--- config.mk ---
export PLATFORM = sky130hd
export DESIGN_NAME = lsu
export DESIGN_NICKNAME = d
export VERILOG_FILES = /design/src/rtl/lsu.sv
export SDC_FILE = /design/constraint.sdc
export NUM_CORES = 1
export LEC_CHECK = 0
export BUFFER_PORTS_ARGS = -buffer_cell sky130_fd_sc_hd__buf_2
export CAP_MARGIN = 30
export CORE_MARGIN = 2
export CORE_UTILIZATION = 53
export DETAILED_ROUTE_END_ITERATION = 8
export GPL_ROUTABILITY_DRIVEN = 1
export GPL_TIMING_DRIVEN = 0
export PLACE_DENSITY_LB_ADDON = 0.12
export SLEW_MARGIN = 20
export SYNTH_ARGS = -nofsm -noshare
export SYNTH_HDL_FRONTEND = slang
export SYNTH_SLANG_ARGS = --single-unit
--- constraint.sdc ---
create_clock -name clk_i -period 7.93 [get_ports clk_i]
set_input_delay 0.793 -clock clk_i [delete_from_list [all_inputs] [get_ports clk_i]]
set_output_delay 0.793 -clock clk_i [all_outputs]
set_load 0.005 [all_outputs]
--- src/rtl/lsu.sv ---
// -----------------------------------------------------------------------------
// lsu - load/store unit for the nano_rv32i core
//
// Responder side of the decoder's load/store handshake. A request is taken in
// IDLE when ls_i=1. A legal request runs one req/ack transaction on the
// word-wide data-memory port. An illegal request (bad type, bad funct3 or a
// misaligned address) skips memory and finishes with err_o. Every output is
// registered.
//
// Handshake: in IDLE, ls_i=1 accepts the request on that rising edge. All
// request inputs are sampled only on that edge. mem_req_o then stays high,
// with addr/we/be/wdata stable, until an edge where mem_ack_i=1 completes
// the access. done_o pulses for one cycle after that edge, together with
// load_ready_o (successful load) or err_o (illegal request).
//
// Ports:
//   clk_i, rst_i          clock (rising edge), async active-high reset
//   ls_i                  request strobe from the decoder
//   mem_read_i/_write_i   request type (exactly one must be set)
//   funct3_i              RV32I load/store size/sign
//   addr_i, wdata_i       effective byte address, store data (rs2)
//   load_ready_o          1-cycle pulse: rdata_o holds a fresh load result
//   done_o, err_o         1-cycle pulse: request finished / was illegal
//   rdata_o               formatted load result, held until the next load
//   mem_req_o, mem_we_o   memory request (held until ack), write enable
//   mem_addr_o            word address {addr[31:2],2'b00}
//   mem_be_o, mem_wdata_o byte enables, lane-replicated store data
//   mem_ack_i, mem_rdata_i memory completion and read word
// -----------------------------------------------------------------------------
module lsu (
   input  logic        clk_i,
   input  logic        rst_i,
   input  logic        ls_i,
   input  logic        mem_read_i,
   input  logic        mem_write_i,
   input  logic [2:0]  funct3_i,
   input  logic [31:0] addr_i,
   input  logic [31:0] wdata_i,
   output logic        load_ready_o,
   output logic        done_o,
   output logic        err_o,
   output logic [31:0] rdata_o,
   output logic        mem_req_o,
   output logic        mem_we_o,
   output logic [31:0] mem_addr_o,
   output logic [3:0]  mem_be_o,
   output logic [31:0] mem_wdata_o,
   input  logic        mem_ack_i,
   input  logic [31:0] mem_rdata_i
);

   localparam logic [1:0] S_IDLE = 2'd0;
   localparam logic [1:0] S_REQ  = 2'd1;
   localparam logic [1:0] S_DONE = 2'd2;

   logic [1:0]  r_state;
   logic        r_is_load;
   logic [2:0]  r_funct3;
   logic [1:0]  r_off;

   logic        w_illegal;
   logic [3:0]  w_be;
   logic [31:0] w_wdata;
   logic [7:0]  w_byte;
   logic [15:0] w_half;
   logic [31:0] w_load;

   // Legality check on the live request inputs. funct3[1:0] gives the
   // access size for loads and stores alike.
   always_comb begin
      w_illegal = 1'b0;
      if (mem_read_i == mem_write_i) begin
         w_illegal = 1'b1;
      end else if (mem_read_i) begin
         case (funct3_i)
            3'b011, 3'b110, 3'b111: w_illegal = 1'b1;
            default:                w_illegal = 1'b0;
         endcase
      end else if (funct3_i[2] || (funct3_i[1:0] == 2'b11)) begin
         w_illegal = 1'b1;
      end
      case (funct3_i[1:0])
         2'b01:   if (addr_i[0])            w_illegal = 1'b1;
         2'b10:   if (addr_i[1:0] != 2'b00) w_illegal = 1'b1;
         default: ;
      endcase
   end

   // Byte enables and replicated store data. Loads get the same enables.
   always_comb begin
      case (funct3_i[1:0])
         2'b00: begin
            w_be    = 4'b0001 << addr_i[1:0];
            w_wdata = {4{wdata_i[7:0]}};
         end
         2'b01: begin
            w_be    = 4'b0011 << {addr_i[1], 1'b0};
            w_wdata = {2{wdata_i[15:0]}};
         end
         default: begin
            w_be    = 4'b1111;
            w_wdata = wdata_i;
         end
      endcase
   end

   // Load formatting uses the captured byte offset. mem_addr_o has the low
   // bits cleared, so it cannot supply the offset.
   always_comb begin
      case (r_off)
         2'd0:    w_byte = mem_rdata_i[7:0];
         2'd1:    w_byte = mem_rdata_i[15:8];
         2'd2:    w_byte = mem_rdata_i[23:16];
         default: w_byte = mem_rdata_i[31:24];
      endcase
      w_half = r_off[1] ? mem_rdata_i[31:16] : mem_rdata_i[15:0];
      case (r_funct3)
         3'b000:  w_load = {{24{w_byte[7]}}, w_byte};
         3'b100:  w_load = {24'd0, w_byte};
         3'b001:  w_load = {{16{w_half[15]}}, w_half};
         3'b101:  w_load = {16'd0, w_half};
         default: w_load = mem_rdata_i;
      endcase
   end

   always_ff @(posedge clk_i or posedge rst_i) begin
      if (rst_i) begin
         r_state      <= S_IDLE;
         r_is_load    <= 1'b0;
         r_funct3     <= 3'd0;
         r_off        <= 2'd0;
         load_ready_o <= 1'b0;
         done_o       <= 1'b0;
         err_o        <= 1'b0;
         rdata_o      <= 32'd0;
         mem_req_o    <= 1'b0;
         mem_we_o     <= 1'b0;
         mem_addr_o   <= 32'd0;
         mem_be_o     <= 4'd0;
         mem_wdata_o  <= 32'd0;
      end else begin
         case (r_state)
            S_IDLE: begin
               if (ls_i) begin
                  r_is_load <= mem_read_i;
                  r_funct3  <= funct3_i;
                  r_off     <= addr_i[1:0];
                  if (w_illegal) begin
                     // No memory transaction: finish straight away.
                     done_o  <= 1'b1;
                     err_o   <= 1'b1;
                     r_state <= S_DONE;
                  end else begin
                     mem_req_o   <= 1'b1;
                     mem_we_o    <= mem_write_i;
                     mem_addr_o  <= {addr_i[31:2], 2'b00};
                     mem_be_o    <= w_be;
                     mem_wdata_o <= w_wdata;
                     r_state     <= S_REQ;
                  end
               end
            end
            S_REQ: begin
               if (mem_ack_i) begin
                  mem_req_o    <= 1'b0;
                  done_o       <= 1'b1;
                  load_ready_o <= r_is_load;
                  if (r_is_load) begin
                     rdata_o <= w_load;
                  end
                  r_state <= S_DONE;
               end
            end
            S_DONE: begin
               done_o       <= 1'b0;
               err_o        <= 1'b0;
               load_ready_o <= 1'b0;
               r_state      <= S_IDLE;
            end
            default: r_state <= S_IDLE;
         endcase
      end
   end

endmodule

==> results of run 1 <==
[state kept, by name (all words and copies together), names as in the netlist]
| register | count |
|---|---|
| mem_wdata_o | 32 |
| rdata_o | 32 |
| mem_addr_o | 30 |
| mem_be_o | 4 |
| r_funct3 | 3 |
| r_off | 2 |
| r_state | 2 |
| done_o | 1 |
| err_o | 1 |
| load_ready_o | 1 |
| mem_req_o | 1 |
| mem_we_o | 1 |
| r_is_load | 1 |
[cell type report]
cell class,count,area (sq um)
buffer,34,170
clock buffer,12,145
clock inverter,3,67.6
fill,805,3010
inverter,5,23.8
multi-input combinational,307,2300
sequential,111,2780
tap,133,166
timing repair buffer,208,1060
[synthesized netlist by cell type (2+ instances only)]
master,number,share of area [%]
sky130_fd_sc_hd__buf_2,6,0.57
sky130_fd_sc_hd__nor3b_1,4,0.57
sky130_fd_sc_hd__clkbuf_1,17,1.2
sky130_fd_sc_hd__mux2_2,82,18
sky130_fd_sc_hd__o22a_1,4,0.67
sky130_fd_sc_hd__ha_1,4,0.95
sky130_fd_sc_hd__o211ai_1,4,0.57
sky130_fd_sc_hd__a22oi_1,12,1.7
sky130_fd_sc_hd__nand2b_1,3,0.36
sky130_fd_sc_hd__mux2_4,8,2.3
sky130_fd_sc_hd__a21oi_1,24,2.3
sky130_fd_sc_hd__nand3_1,36,3.4
sky130_fd_sc_hd__a211o_1,2,0.33
sky130_fd_sc_hd__inv_1,5,0.36
sky130_fd_sc_hd__buf_6,3,0.64
sky130_fd_sc_hd__buf_4,3,0.43
sky130_fd_sc_hd__o21ai_0,13,1.2
sky130_fd_sc_hd__dfrtp_1,111,53
sky130_fd_sc_hd__buf_1,4,0.29
sky130_fd_sc_hd__nand3b_1,9,1.3
sky130_fd_sc_hd__mux2i_1,6,1.1
sky130_fd_sc_hd__nor2_1,11,0.78
sky130_fd_sc_hd__o22ai_1,4,0.48
sky130_fd_sc_hd__nand2_1,55,3.9
sky130_fd_sc_hd__a22o_1,8,1.3
sky130_fd_sc_hd__nor2b_1,3,0.36
[worst reg2reg max path, delay by kind of cell (launching register included)]
kind | cells | cell delay (ns)
and+or+nand+nor | 2 | 0.62
buffers and inverters | 3 | 0.52
DFF | 1 | 0.38
muxes | 1 | 0.30
[worst max-delay path by stage]
stage           startpoint                          end  slack (ns)  cells past startpoint
2_1_floorplan        rst_i           done_o$_DFFE_PP0P_        4.21                      1
3_3_place_gp         rst_i     load_ready_o$_DFFE_PP0P_        3.00                      2
3_5_place_dp   funct3_i[1]    mem_addr_o[2]$_DFFE_PP0P_        4.90                      9
4_1_cts        funct3_i[1]   mem_addr_o[31]$_DFFE_PP0P_        5.28                      9
5_1_grt        funct3_i[1]   mem_addr_o[31]$_DFFE_PP0P_        5.14                      9
6_report       funct3_i[1]  mem_wdata_o[23]$_DFFE_PP0P_        5.25                      8
[through the flow]
| step | hold WS (ns) | utilization, % | power (W) | worst slack (ns) |
|---|---|---|---|---|
| 6_report | 0.400 | 69.0 | 0.00207 | 5.25 |
| 5_1_grt | 0.405 | 69.0 | 0.00221 | 5.14 |
| 4_1_cts | 0.396 | 69.0 | 0.00209 | 5.28 |
| 3_5_place_dp | 0.470 | 66.8 | 0.00172 | 4.90 |
| 3_3_place_gp | 0.458 | 66.5 | 0.00168 | 3.00 |
| 2_1_floorplan | 0.468 | - | 0.00134 | 4.21 |
[placed cells by master (no fill, tap or decap), types with 10 or more instances in the layout]
master and instances:
sky130_fd_sc_hd__mux2_2 82, sky130_fd_sc_hd__o21ai_0 13, sky130_fd_sc_hd__dfrtp_1 111, sky130_fd_sc_hd__nand2_1 55
sky130_fd_sc_hd__buf_2 213, sky130_fd_sc_hd__nand3_1 36, sky130_fd_sc_hd__clkbuf_8 10, sky130_fd_sc_hd__clkbuf_1 19
sky130_fd_sc_hd__nor2_1 11, sky130_fd_sc_hd__a22oi_1 12, sky130_fd_sc_hd__a21oi_1 24
[cells by family (layout without fill, tap and decap cells)]
logic type / Yosys count / after routing
flops: 111 / 111
simple gates: 126 / 126
fa+ha+maj: 4 / 4
compound gates: 78 / 78
other cells: 1 / 2
mux: 96 / 96
buf+inv: 39 / 262
xor+xnor: 1 / 1
[routing by layer]
| metal | share of wire (%) | vias to the layer above |
|---|---|---|
| li1 | - | 2062 |
| met1 | 41 | 2093 |
| met2 | 49 | 190 |
| met3 | 8.2 | 25 |
| met4 | 2.4 | 0 |
| met5 | 0 | - |
[power breakdown]
group          total (W)  switching [W]  internal [W]
Combinational   0.000756       0.000339      0.000416
Clock           0.000368       0.000182      0.000185
Sequential      0.000945       0.000129      0.000816
Total            0.00207       0.000650       0.00142
==> metrics.log, run 1 <==
INFO  metric status = complete, no violations
INFO  metric max_freq = 0.373 GHz
INFO  metric place_congestion = 0.890
INFO  metric numPlacedInstances = 798
INFO  metric clkTransAtPathRegs = 0.10 ns
INFO  metric grt.met2_usage = 43.0%
INFO  metric placement.cell_area = 6500 sq um
INFO  metric ctsRootBufferMaster = sky130_fd_sc_hd__clkbuf_8
INFO  metric rows = 36
INFO  metric worst-slew-pin-transition = 0.588 ns
INFO  metric drt-pass1-iter-count = 5
INFO  metric fin_worst_skew = 0.0106 ns
INFO  metric start_util = 54.1%
INFO  metric io_pins = 210
INFO  metric post_route_wl = 13300 um
INFO  metric most_used_dff_post_synth = sky130_fd_sc_hd__dfrtp_1
INFO  metric max_cap_viol_count = 0
INFO  metric cts_hold_buffers = 0
INFO  metric critPathMostFrequentCell = sky130_fd_sc_hd__clkbuf_1
INFO  metric antenna_found_initial = 0
INFO  metric yosys.cell_types.count = 41
INFO  metric critical_path.top_delay_family = buffers and inverters
INFO  metric timing.final.crit_period = 2.68 ns
INFO  metric final_net_count = 785
INFO  metric die_w = 104 um
INFO  metric clk_latency = 0.37 ns
INFO  metric global_route.usage.total = 25.5%
INFO  metric die_outline_area = 10700 sq um
INFO  metric crit_arrival = 2.94 ns
INFO  metric grt_pass1_wl = 22100 um
INFO  metric global_route.peak_usage_layer = met2
INFO  metric total_non_filler_cell_area_in_the_finished_layout = 6720 sq um
INFO  metric synth.ff_latch_count = 111
INFO  metric clock_path_buffers = 2
INFO  metric remaining_drc_errors = 0
INFO  metric cellLeakagePower = 3.38 nW
INFO  metric io_buffers = 207
INFO  metric mapped_area = 5270 sq um
INFO  metric drtIter0Drc = 230
INFO  metric detailroute.via_count = 4370
INFO  metric placeableCoreArea = 9730 sq um
INFO  metric clock_sink_count = 111
INFO  metric post_synth_mux_area_share = 21.0%
INFO  metric worst-r2r-cell-count = 6
INFO  metric grt_met3_usage = 7.74%
INFO  metric final_setup_fails = 0
INFO  metric timing.rr.start = r_state[0]$_DFFE_PP0P_
INFO  metric postCtsResizedCells = 0
INFO  metric setup.worst_path.start_class = primary input
INFO  metric cts.htree.levels = 3
INFO  metric ys_seq_area_share = 52.8%
INFO  metric diodes = 0
INFO  metric avgSynthCellArea = 11.5 sq um
INFO  metric asr_flop_ratio_synth = 100%
INFO  metric final_antenna_net_count = 0
INFO  metric hold_viol_final = 0
INFO  metric final_cells = 813
INFO  metric number_of_pins_with_negative_max_slew_slack_in_the_final_report = 0
INFO  metric highest_ir_drop_seen_on_vdd = 0.182 mV
INFO  metric layout-area-overhead-vs-synth = 27.6%
INFO  metric cts_made_buffers = 9
INFO  metric unrepaired_setup_endpoints_after_global_routing = no
INFO  metric powerDensity = 308 nW/um^2
INFO  metric cts_tree = yes
INFO  metric synthSimpleGateAreaFrac = 11.7%
INFO  metric post-route-period-util = 33.8%
INFO  metric timing.reg2reg.setup_slack = 6.01 ns
INFO  metric yosysWarningCount = 0
INFO  metric r2r-end = mem_addr_o[31]$_DFFE_PP0P_
INFO  metric synth_xor_xnor_area_share = 0.166%
INFO  metric via_count_of_the_first_global_routing_pass = 4545
INFO  metric critPathBufInv = 4
INFO  metric global_route_track_usage_on_met1 = 30.5%
INFO  metric timing.hold.worst.class = in2async
INFO  metric pin_count_of_the_biggest_net_entering_global_routing = 77
INFO  metric routedWlPerCell = 16.4 um
INFO  metric totalNegativeSetupSlack = 0 ns
INFO  metric critical_path.max_fanout = 10
INFO  metric slew-limit-headroom = 60.8%
INFO  metric crit_path_end_kind = register
INFO  metric synth_compound_area_share = 9.79%
INFO  metric cts_setup_buffers = 0
INFO  metric die_h = 104 um
INFO  metric grt_remaining_overflow = 0
INFO  metric timing.critical_path.slowest_stage_cell = sky130_fd_sc_hd__clkbuf_1
INFO  metric yosys.area_share.adder = 0.951%
INFO  metric synth_top_family_by_area = multiplexers
INFO  metric data_required_critical_path = 8.19 ns
INFO  metric cells_traversed_along_the_worst_timing_path = buf_2 -> clkbuf_1 -> inv_1 -> ha_1 -> nor2_1 -> clkbuf_1 -> o21ai_0 -> mux2_2
INFO  metric post_route_cells_drive_above_1_share = 48.4%
INFO  metric criticalPathCategory = in2reg
INFO  metric worst_path_max_stage_delay = 0.43 ns
INFO  metric detailed_place_hpwl = 10200 um
INFO  metric syn_inst = 456
INFO  metric vias_per_cell = 5.38
INFO  metric synth_edf_count = 0
Note: power is estimated with default switching activity, not from simulation.
==> inputs of run 2 (changes only) <==
Settings changed: CORE_UTILIZATION 53 to 49.
Clock period 7.93 ns to 2.5 ns, I/O delays scaled along.
==> metrics.log, run 2 (synthesis results as in run 1) <==
INFO  metric die_outline_area = 11600 sq um
INFO  metric slew-limit-headroom = 58.7%
INFO  metric r2r-end = mem_addr_o[31]$_DFFE_PP0P_
INFO  metric data_required_critical_path = 2.74 ns
INFO  metric number_of_pins_with_negative_max_slew_slack_in_the_final_report = 0
INFO  metric vias_per_cell = 5.32
INFO  metric min_delay_worst_endpoint = mem_addr_o[16]$_DFFE_PP0P_
INFO  metric cts_tree = yes
INFO  metric pin_count_of_the_biggest_net_entering_global_routing = 36
INFO  metric cts_made_buffers = 9
INFO  metric die_h = 108 um
INFO  metric worst-slew-pin-transition = 0.619 ns
INFO  metric highest_ir_drop_seen_on_vdd = 0.463 mV
INFO  metric clock_sink_count = 111
INFO  metric place_congestion = 0.866
INFO  metric detailroute.via_count = 4359
INFO  metric io_pins = 210
INFO  metric max_cap_viol_count = 0
INFO  metric powerDensity = 970 nW/um^2
INFO  metric ctsRootBufferMaster = sky130_fd_sc_hd__clkbuf_8
INFO  metric final_cells = 820
INFO  metric hold_path.startpoint = addr_i[16]
INFO  metric fin_worst_skew = 0.0132 ns
INFO  metric post_route_cells_drive_above_1_share = 48.7%
INFO  metric timing.final.crit_period = 2.13 ns
INFO  metric clock_path_buffers = 2
INFO  metric unrepaired_setup_endpoints_after_global_routing = no
INFO  metric grt_remaining_overflow = 0
INFO  metric antenna_found_initial = 0
INFO  metric routedWlPerCell = 16.5 um
INFO  metric setup.worst_path.start_class = primary input
INFO  metric timing.rr.start = r_state[0]$_DFFE_PP0P_
INFO  metric cts_hold_buffers = 1
INFO  metric pre_cts_ws = -0.0195 ns
INFO  metric timing.hold.worst.class = in2reg
INFO  metric postCtsResizedCells = 0
INFO  metric final_antenna_net_count = 0
INFO  metric timing.reg2reg.setup_slack = 0.57 ns
INFO  metric post-route-period-util = 85.2%
INFO  metric criticalPathCategory = in2reg
INFO  metric placeableCoreArea = 10400 sq um
INFO  metric holdPathStages = 2
INFO  metric final_net_count = 788
INFO  metric post_route_wl = 13600 um
INFO  metric critical_path.max_fanout = 10
INFO  metric crit_arrival = 2.37 ns
INFO  metric cts_setup_buffers = 0
INFO  metric status = complete, no violations
INFO  metric cellLeakagePower = 3.39 nW
INFO  metric diodes = 0
INFO  metric layout_common_cells = sky130_fd_sc_hd__buf_2 (213), sky130_fd_sc_hd__dfrtp_1 (111), sky130_fd_sc_hd__mux2_2 (82)
INFO  metric hold_viol_final = 0
INFO  metric io_buffers = 207
INFO  metric global_route.usage.total = 23.7%
INFO  metric rows = 37
INFO  metric biggestRegsByFlops = mem_wdata_o (32), rdata_o (32), mem_addr_o (30)
INFO  metric worst-r2r-cell-count = 6
INFO  metric drtIter0Drc = 166
INFO  metric cts.htree.levels = 3
INFO  metric report.power.total = 0.00656 W
INFO  metric remaining_drc_errors = 0
INFO  metric clk_latency = 0.36 ns
INFO  metric crit_path_end_kind = register
INFO  metric fillers = 870
INFO  metric critical_path.startpoint = funct3_i[1]
INFO  metric worst_slack = 0.370 ns
INFO  metric layout.cells.most_common = sky130_fd_sc_hd__buf_2
INFO  metric detailed_place_hpwl = 10500 um
INFO  metric final_core_util = 65.2%
INFO  metric die_w = 108 um
INFO  metric via_count_of_the_first_global_routing_pass = 4373
INFO  metric drt-pass1-iter-count = 5
INFO  metric totalNegativeSetupSlack = 0 ns
INFO  metric layout-area-overhead-vs-synth = 28.4%
INFO  metric start_util = 50.8%
INFO  metric final_setup_fails = 0
INFO  metric clkTransAtPathRegs = 0.10 ns
INFO  metric grt_pass1_wl = 21400 um
INFO  metric numPlacedInstances = 803
INFO  metric max_freq = 0.469 GHz
## run 2: worst max-delay path, stage by stage
cell and delay, ns:
sky130_fd_sc_hd__buf_2 0.10, sky130_fd_sc_hd__clkbuf_1 0.41, sky130_fd_sc_hd__inv_1 0.19, sky130_fd_sc_hd__ha_1 0.32, sky130_fd_sc_hd__nor2_1 0.22, sky130_fd_sc_hd__clkbuf_1 0.42, sky130_fd_sc_hd__o21ai_0 0.19, sky130_fd_sc_hd__mux2_2 0.28
## run 2: through the flow
stage / cell area [sq um] / hold WS (ns)
global route: 6760 / 0.0828
CTS: 6760 / 0.0933
global placement: 6480 / 0.458
floorplan: 5270 / 0.357
finish: 6760 / 0.108
detailed placement: 6540 / 0.234
## run 2: how the worst max path moves through the flow
stage,end,slack [ns],depth (start not counted)
floorplan,mem_addr_o[2]$_DFFE_PP0P_,0.57,8
global placement,mem_wdata_o[31]$_DFFE_PP0P_,0.04,9
detailed placement,mem_addr_o[31]$_DFFE_PP0P_,-0.02,9
CTS,mem_addr_o[31]$_DFFE_PP0P_,0.36,9
global route,mem_wdata_o[23]$_DFFE_PP0P_,0.13,8
finish,mem_wdata_o[23]$_DFFE_PP0P_,0.37,8
## run 2: metal layers
metal / global-route usage, % / vias up / wire length [um]
li1: - / 2069 / -
met1: 29.4 / 2097 / 5550
met4: 7.42 / 0 / 244
met5: 0 / - / 0
met2: 39.6 / 174 / 6620
met3: 7.14 / 19 / 1150
## run 2: power breakdown
group / internal (W) / switching, W / total [W]
clock network: 0.000562 / 0.000596 / 0.00116
logic: 0.00133 / 0.00107 / 0.00240
registers: 0.00259 / 0.000412 / 0.00300
## run 2: area by class of cell
cell class | count | area (sq um) | area share [%]
Buffer | 34 | 170 | 2.52
Clock buffer | 10 | 128 | 1.89
Clock inverter | 6 | 85.1 | 1.26
Inverter | 5 | 22.5 | 0.333
Multi-Input combinational cell | 307 | 2300 | 34.0
Sequential cell | 111 | 2780 | 41.1
Tap cell | 136 | 170 | 2.52
Timing Repair Buffer | 211 | 1110 | 16.4
